$ cat config.mk
export PLATFORM = sky130hd
export DESIGN_NAME = rv_boot_loader
export DESIGN_NICKNAME = d
export VERILOG_FILES = /design/src/rtl/rv_boot_loader.sv
export SDC_FILE = /design/constraint.sdc
export NUM_CORES = 1
export LEC_CHECK = 0
export ABC_AREA = 1
export BUFFER_PORTS_ARGS = -buffer_cell sky130_fd_sc_hd__buf_2
export CAP_MARGIN = 0
export CORE_MARGIN = 3
export CORE_UTILIZATION = 50
export DETAILED_ROUTE_END_ITERATION = 16
export GPL_ROUTABILITY_DRIVEN = 0
export PLACE_DENSITY = 0.78
export SLEW_MARGIN = 20
export SYNTH_ARGS = -nofsm -noshare
export SYNTH_HDL_FRONTEND = slang
export SYNTH_SLANG_ARGS = --single-unit
$ cat constraint.sdc
create_clock -name clk -period 3.65 [get_ports clk]
set_input_delay 0.73 -clock clk [delete_from_list [all_inputs] [get_ports clk]]
set_output_delay 0.73 -clock clk [all_outputs]
set_load 0.03 [all_outputs]
$ cat src/rtl/rv_boot_loader.sv
// rv_boot_loader: boot/run controller for the RV32i single-cycle core.
// Streams {channel, addr, data} records into NUM_CH target memories, starts
// the core, waits for its done flag, reads back a result word and reports
// pass / fail / timeout.
//
// Optional feature macro: LOADER_CHECKSUM_EN
//   defined     -> ld_checksum is the wrapping sum of ld_data over all
//                  valid-channel records accepted in the current sequence
//   not defined -> ld_checksum is tied to zero
//
// Handshake: a record transfers on a rising clk edge where ld_valid and
// ld_ready are both high; ld_ready depends only on state, never on
// ld_valid, and the source must hold the record stable until it transfers.
module rv_boot_loader #(
   parameter int NUM_CH      = 2,
   parameter int ADDR_W      = 32,
   parameter int DATA_W      = 32,
   parameter int RD_LAT      = 1,
   parameter int RES_CH      = 1,
   parameter int RES_ADDR    = 0,
   parameter int PASS_VAL    = 1,
   parameter int TIMEOUT_CYC = 100000,
   localparam int CH_W       = (NUM_CH > 1) ? $clog2(NUM_CH) : 1
) (
   input  logic              clk,
   input  logic              rst,
   input  logic              go,
   input  logic              ld_valid,
   output logic              ld_ready,
   input  logic [CH_W-1:0]   ld_chan,
   input  logic [ADDR_W-1:0] ld_addr,
   input  logic [DATA_W-1:0] ld_data,
   input  logic              ld_last,
   output logic [NUM_CH-1:0] mem_we,
   output logic              mem_re,
   output logic [ADDR_W-1:0] mem_addr,
   output logic [DATA_W-1:0] mem_din,
   input  logic [DATA_W-1:0] mem_dout,
   output logic              core_start,
   input  logic              core_done,
   output logic              busy,
   output logic              pass,
   output logic              fail,
   output logic              timeout,
   output logic              bad_chan,
   output logic [15:0]       rec_count,
   output logic [DATA_W-1:0] ld_checksum,
   output logic [2:0]        dbg_state
);

   // Elaboration-time parameter sanity checks.
   if (RES_CH < 0 || RES_CH >= NUM_CH) begin : g_bad_res_ch
      $error("rv_boot_loader: RES_CH must select an existing channel");
   end
   if (RD_LAT < 1 || RD_LAT > 4) begin : g_bad_rd_lat
      $error("rv_boot_loader: RD_LAT must be 1..4");
   end

   typedef enum logic [2:0] {
      S_IDLE    = 3'd0,
      S_LOAD    = 3'd1,
      S_GAP     = 3'd2,
      S_RUN     = 3'd3,
      S_READ    = 3'd4,
      S_WAIT_RD = 3'd5,
      S_CHECK   = 3'd6,
      S_DONE    = 3'd7
   } state_t;

   state_t            state_q, state_d;
   logic [NUM_CH-1:0] we_q, we_d;
   logic [ADDR_W-1:0] addr_q, addr_d;
   logic [DATA_W-1:0] din_q, din_d;
   logic [DATA_W-1:0] res_q, res_d;
   logic [15:0]       rec_q, rec_d;
   logic [31:0]       cyc_q, cyc_d;
   logic [2:0]        lat_q, lat_d;
   logic              pass_q, pass_d;
   logic              fail_q, fail_d;
   logic              to_q, to_d;
   logic              bad_q, bad_d;
`ifdef LOADER_CHECKSUM_EN
   logic [DATA_W-1:0] cs_q, cs_d;
`endif

   logic accept;
   logic chan_ok;

   assign accept  = ld_valid && (state_q == S_LOAD);
   assign chan_ok = (32'(ld_chan) < 32'(NUM_CH));

   // Next-state and datapath updates; every target holds unless a state acts on it.
   always_comb begin
      state_d = state_q;
      we_d    = '0;
      addr_d  = addr_q;
      din_d   = din_q;
      res_d   = res_q;
      rec_d   = rec_q;
      cyc_d   = cyc_q;
      lat_d   = lat_q;
      pass_d  = pass_q;
      fail_d  = fail_q;
      to_d    = to_q;
      bad_d   = bad_q;
`ifdef LOADER_CHECKSUM_EN
      cs_d    = cs_q;
`endif
      case (state_q)
         S_IDLE, S_DONE: begin
            if (go) begin
               state_d = S_LOAD;
               pass_d  = 1'b0;
               fail_d  = 1'b0;
               to_d    = 1'b0;
               bad_d   = 1'b0;
               rec_d   = '0;
`ifdef LOADER_CHECKSUM_EN
               cs_d    = '0;
`endif
            end
         end
         S_LOAD: begin
            if (accept) begin
               if (chan_ok) begin
                  for (int c = 0; c < NUM_CH; c++) begin
                     we_d[c] = (32'(ld_chan) == c);
                  end
                  addr_d = ld_addr;
                  din_d  = ld_data;
                  if (rec_q != 16'hFFFF) begin
                     rec_d = rec_q + 16'd1;
                  end
`ifdef LOADER_CHECKSUM_EN
                  cs_d = cs_q + ld_data;
`endif
               end else begin
                  // Out-of-range channel: record is consumed but dropped.
                  bad_d = 1'b1;
               end
               if (ld_last) begin
                  state_d = S_GAP;
               end
            end
         end
         S_GAP: begin
            // Lets the final write land before the core is released.
            state_d = S_RUN;
            cyc_d   = '0;
         end
         S_RUN: begin
            if (core_done) begin
               state_d = S_READ;
            end else if (TIMEOUT_CYC != 0 && cyc_q == 32'(TIMEOUT_CYC - 1)) begin
               to_d    = 1'b1;
               fail_d  = 1'b1;
               state_d = S_DONE;
            end else begin
               cyc_d = cyc_q + 32'd1;
            end
         end
         S_READ: begin
            state_d = S_WAIT_RD;
            lat_d   = '0;
         end
         S_WAIT_RD: begin
            // Capture lands RD_LAT cycles after the read strobe.
            if (lat_q == 3'(RD_LAT - 1)) begin
               res_d   = mem_dout;
               state_d = S_CHECK;
            end else begin
               lat_d = lat_q + 3'd1;
            end
         end
         S_CHECK: begin
            pass_d  = (res_q == DATA_W'(PASS_VAL));
            fail_d  = (res_q != DATA_W'(PASS_VAL));
            state_d = S_DONE;
         end
         default: begin
            state_d = S_IDLE;
         end
      endcase
   end

   // State and datapath registers with synchronous reset.
   always_ff @(posedge clk) begin
      if (rst) begin
         state_q <= S_IDLE;
         we_q    <= '0;
         addr_q  <= '0;
         din_q   <= '0;
         res_q   <= '0;
         rec_q   <= '0;
         cyc_q   <= '0;
         lat_q   <= '0;
         pass_q  <= 1'b0;
         fail_q  <= 1'b0;
         to_q    <= 1'b0;
         bad_q   <= 1'b0;
`ifdef LOADER_CHECKSUM_EN
         cs_q    <= '0;
`endif
      end else begin
         state_q <= state_d;
         we_q    <= we_d;
         addr_q  <= addr_d;
         din_q   <= din_d;
         res_q   <= res_d;
         rec_q   <= rec_d;
         cyc_q   <= cyc_d;
         lat_q   <= lat_d;
         pass_q  <= pass_d;
         fail_q  <= fail_d;
         to_q    <= to_d;
         bad_q   <= bad_d;
`ifdef LOADER_CHECKSUM_EN
         cs_q    <= cs_d;
`endif
      end
   end

   // Output decode; strobes derived from state so reset clears them at once.
   assign ld_ready   = (state_q == S_LOAD);
   assign core_start = (state_q == S_RUN);
   assign mem_re     = (state_q == S_READ);
   assign busy       = (state_q != S_IDLE) && (state_q != S_DONE);
   assign mem_we     = we_q;
   assign mem_addr   = (state_q == S_READ) ? ADDR_W'(RES_ADDR) : addr_q;
   assign mem_din    = din_q;
   assign pass       = pass_q;
   assign fail       = fail_q;
   assign timeout    = to_q;
   assign bad_chan   = bad_q;
   assign rec_count  = rec_q;
   assign dbg_state  = state_q;
`ifdef LOADER_CHECKSUM_EN
   assign ld_checksum = cs_q;
`else
   assign ld_checksum = '0;
`endif

endmodule

==> results of run 1 <==
-- area by class of cell --
| type | instances | area share (%) |
|---|---|---|
| clock inverters | 14 | 1.95 |
| flip-flops and latches | 155 | 34.1 |
| multi-input cells | 841 | 40.6 |
| inverters | 117 | 4.83 |
| clock buffers | 17 | 4.68 |
| repair buffers | 200 | 11.3 |
| well taps | 184 | 2.53 |
-- flip-flops by register name, indices dropped and copies added, names as in the netlist --
name       cells
addr_q        32
cyc_q         32
mem_din       32
res_q         32
rec_count     16
dbg_state      3
lat_q          3
mem_we         2
fail           1
pass           1
timeout        1
-- report_power, final --
part	total, mW	switching (mW)	internal [mW]
combinational	1.82	1.32	0.494
clock	1.81	0.779	1.03
sequential	2.09	0.130	1.96
-- cell usage after synthesis (all sizes together) (4+ instances only) --
cell type  number  area, sq um
nor2          275         1050
nand2         232          878
dfxtp         155         3100
inv           115          432
o21ai         115          576
a21oi          87          435
nand3          52          260
buf            49          350
clkbuf         32          120
nor3           11         60.1
xor2           10         87.6
nand4           8         50.1
ha              4         50.1
-- kinds of logic after synthesis --
| group | after synthesis | synth area share [%] |
|---|---|---|
| AOI/OAI and AO/OA | 210 | 14.3 |
| xor gates and xnor gates | 12 | 1.39 |
| adders and majority gates | 4 | 0.660 |
| buffers and inverters | 198 | 12.0 |
| DFF | 155 | 40.9 |
| other | 1 | 0.0495 |
| and+or+nand+nor | 582 | 30.7 |
-- routing by layer --
metal	up-vias	share of wire, %	GRT usage [%]
met5	-	0	0
met3	38	7.0	6.84
met2	250	48	39.1
li1	3939	-	-
met1	3457	43	30.3
met4	0	2.8	9.45
-- placed cells by master, fill, tap and decap left out, types with 10 or more instances in the layout --
cell type | synthesis | layout
nor3_1 | 10 | 10
inv_1 | 109 | 108
o21ai_0 | 103 | 103
dfxtp_1 | 155 | 155
o21ai_1 | 12 | 12
conb_1 | 1 | 33
nand3_1 | 52 | 52
nand2_1 | 229 | 228
nor2_1 | 271 | 271
a21oi_1 | 87 | 87
clkbuf_16 | 0 | 17
xor2_1 | 10 | 10
buf_2 | 10 | 194
-- worst min-delay path by stage --
stage | start | end | slack [ns] | cells after the start
after floorplan | addr_q[10] | addr_q[10] | 0.43 | 2
after global placement | addr_q[7] | addr_q[7] | 0.44 | 2
after detailed placement | res_q[9] | res_q[9] | 0.44 | 2
after CTS | res_q[9] | res_q[9] | 0.45 | 2
after global routing | ld_chan | mem_we[0] | 0.46 | 2
final | res_q[9] | res_q[9] | 0.45 | 2
-- worst min-delay path, stage by stage (launching register included) --
cell	delay (ns)
dfxtp_1	0.30
inv_1	0.06
a21oi_1	0.05
==> flow_summary.ini, run 1 <==
[route]
wl_per_cell_um = 13.2
wl_um = 20100
drc = 0
vias = 7684
antenna_left = 0
drtIter0Drc = 516
vias_per_cell = 5.03
firstDrtPassIters = 5

[global_routing]
grt_pass1_wl_um = 32600
grt_pass1_vias = 7049
grt.overflow.total = 0
antenna_found_initial = 0
grt_max_degree = 100
grt_usage_pct = 24.0

[final_layout]
stdcell_area_sq_mm = 0.00910
multi_input_comb_area_sq_mm = 0.00369
fill_cells = 1394
register_area_sq_mm = 0.00310
fin_util_pct = 61.9
layout.cells.non_filler = 1528
n_antenna_cell = 0
area_growth_pct = 20.0
layout-drive-gt1-share_pct = 18.5
fin_nets = 1439

[logic_synthesis]
syn_area_sq_mm = 0.00758
ys_warn_count = 0
async_flop_share_pct = 0
synthCells = 1162
yosysSeqAreaShare_pct = 40.9
synth_edf_count = 0
ys.flop_type = dfxtp_1
synth_seq_cells = 155
synth.avg_cell_area_sq_um = 6.53
yosysUniqueCellTypes = 33

[clocking]
clock_latency_ns = 0.43
htree_levels = 4
cts_buffer_depth = 2
post-cts-setup-buffers = 0
cts_resized = 0
clock_sinks = 155
postCtsHoldBufs = 0
cts_made_buffers = 17
root_buffer = clkbuf_16
clkSlewWorstSetupHoldPaths_ns = 0.06
cts_tree = done

[floorplanning]
fp.dieArea_sq_mm = 0.0167
rows = 44
start_util_pct = 51.6
fp.dieH_um = 129
core_sq_mm = 0.0147
io_pins = 228
die_w_um = 129

[worst_setup_path]
reg2reg_depth = 10
cp-start-kind = flip-flop
end_kind = output pin
slowest_stage = dfxtp_1
crit_path_max_fanout = 34
required_ns = 2.92
crit-reg2reg-launch = cyc_q[0]
path_delay_family = buffers and inverters
path_depth = 6
path_buf_inv = 3
crit_start = dbg_state[0]
crit_type = flip-flop to output pin
crit-reg2reg-capture = cyc_q[21]
crit_path_frequent_cell = nor2_1
r2r_slack_ns = 1.34
path_cells = nor2_1, nand2_1, clkinv_1, buf_4, nor2_1, buf_2
crit_end = mem_addr[11]
cpPeakStageDelay_ns = 0.37
arrival_ns = 1.88

[power]
ir_drop_uv = 548
powerDensity_mw_per_mm2 = 628
p_total_mw = 5.71
power.leakage_nw = 4.01

[status]
status = finished clean

[timing]
rsz0062_at_grt = no
relSlewSlack_pct = 42.5
post-route-period-util_pct = 71.4
setup_ws_ns = 1.04
setup_viol = 0
drv_slew = 0
finClkSkew_ns = 0.00808
tns_ns = 0
holdWs_ns = 0.450
tightest_slew_ns = 0.862
fmax_ghz = 0.384
period_minus_slack_ns = 2.61
finalHoldViolCount = 0

[placement]
dp.cells = 1497
dp_hpwl_um = 14500
dp_slack_ns = 1.39
postPlaceCellArea_sq_mm = 0.00849
portBuffers = 194

[min_path]
hold_path.class = flip-flop to flip-flop

[job]
max_cap_viol_count = 0
No activity file was read; power rests on OpenSTA's default activity.
==> inputs of run 2 (changes only) <==
CORE_UTILIZATION = 47   (was 50)
PLACE_DENSITY = 0.77   (was 0.78)
clock period = 2.2 ns   (was 3.65 ns; I/O delays follow)
==> flow_summary.ini, run 2 (synthesis gave the netlist of run 1 again) <==
[status]
status = finished clean

[power]
seq_power_share_pct = 36.1
p_clk_share_pct = 31.5
p_sw_mw = 3.69
switching_share_pct = 38.4
powerDensity_mw_per_mm2 = 1040
ir_drop_uv = 767
power.leakage_nw = 4.08
p_int_mw = 5.92
pwr-share-comb_pct = 32.4

[global_routing]
grt_pass1_vias = 7050
antenna_found_initial = 1
grt_usage_pct = 22.6
grt.overflow.total = 0
grt_max_degree = 99
grt_pass1_wl_um = 33100

[route]
wl_per_cell_um = 12.9
vias = 7735
wl_um = 20300
drc = 0
firstDrtPassIters = 5
antenna_left = 0
drtIter0Drc = 561
vias_per_cell = 4.94

[final_layout]
final_common_cell = nor2_1
stdcell_area_sq_mm = 0.00925
layout-drive-gt1-share_pct = 19.4
fin_nets = 1448
final_cell_mix = nor2_1 (270), nand2_1 (228), buf_2 (193)
n_antenna_cell = 0
area_growth_pct = 22.0

[worst_setup_path]
cpPeakStageDelay_ns = 0.39
path_cells = nor2_2, nand2_1, clkinv_1, buf_12, nor2_1, buf_2
arrival_ns = 1.70
crit_type = flip-flop to output pin
end_kind = output pin
required_ns = 1.76
path_buf_inv = 3
reg2reg_depth = 11
crit_path_max_fanout = 33
cp-start-kind = flip-flop
slowest_stage = dfxtp_2
path_delay_family = buffers and inverters
path_depth = 6

[timing]
drv_slew = 0
tns_ns = 0
setup_viol = 0
finClkSkew_ns = 0.00919
post-route-period-util_pct = 97.1
finalHoldViolCount = 0
period_minus_slack_ns = 2.14
tightest_slew_ns = 0.645
fmax_ghz = 0.468
relSlewSlack_pct = 57.0

[job]
max_cap_viol_count = 0

[clocking]
postCtsHoldBufs = 0
cts_tree = done
cts_buffer_depth = 2
cts_made_buffers = 17
clock_latency_ns = 0.43
clock_sinks = 155
clkSlewWorstSetupHoldPaths_ns = 0.06
root_buffer = clkbuf_16
htree_levels = 4

[placement]
portBuffers = 194
postPlaceCellArea_sq_mm = 0.00863
dp_hpwl_um = 14700

[floorplanning]
core_sq_mm = 0.0155
rows = 45
start_util_pct = 49.0
die_w_um = 133
fp.dieH_um = 133
io_pins = 228
fp.dieArea_sq_mm = 0.0177

[min_path]
min_path_cells = 2
hold_path.class = primary input to flip-flop
-- run 2: layout make-up --
type                       instances  area, sq um
clock buffer                      18          439
clock inverter                    14          169
fill                            1419         6230
inverter                         117          439
multi-input combinational        841         3700
sequential                       155         3110
tap                              211          264
timing repair buffer             209         1140
-- run 2: repair_timing --
item	CTS	global route
gates resized for setup	2	6
setup endpoints to repair	32	48
endpoints found under the hold margin	0	0
buffers inserted	0	0
-- run 2: through the flow --
| step | util (%) | cells | total power [mW] | setup WS [ns] | hold WS, ns |
|---|---|---|---|---|---|
| floorplan | - | 1194 | 5.80 | -0.0378 | 0.430 |
| global placement | 55.7 | 1533 | 6.57 | 0.260 | 0.439 |
| detailed placement | 55.7 | 1533 | 6.62 | 0.165 | 0.443 |
| CTS | 59.7 | 1565 | 9.65 | 0.0205 | 0.164 |
| global route | 59.8 | 1565 | 10.2 | -0.00156 | 0.171 |
| finish | 59.8 | 1565 | 9.61 | 0.0640 | 0.176 |
-- run 2: path summary, 6_finish.rpt --
path                start      endpoint  slack, ns
min reg2reg     res_q[12]     res_q[12]       0.45
max reg2reg      cyc_q[0]     cyc_q[15]       0.13
min               ld_chan     mem_we[0]       0.18
max          dbg_state[0]  mem_addr[21]       0.06
-- run 2: power by group through the flow --
| stage | sequential (mW) | combinational, mW | clock [mW] |
|---|---|---|---|
| after floorplan | 3.83 | 1.97 | 0 |
| after global placement | 3.50 | 3.07 | 0 |
| after detailed placement | 3.51 | 3.11 | 0 |
| after CTS | 3.46 | 3.12 | 3.07 |
| after global routing | 3.52 | 3.45 | 3.19 |
| final | 3.47 | 3.11 | 3.03 |
-- run 2: layer usage --
metal / vias to the layer above / part of all wire (%) / track usage [%]
met5: - / 0.035 / 0
met1: 3476 / 42 / 28.0
met3: 40 / 7.4 / 6.12
met4: 2 / 2.6 / 8.89
met2: 273 / 48 / 37.2
li1: 3944 / - / -
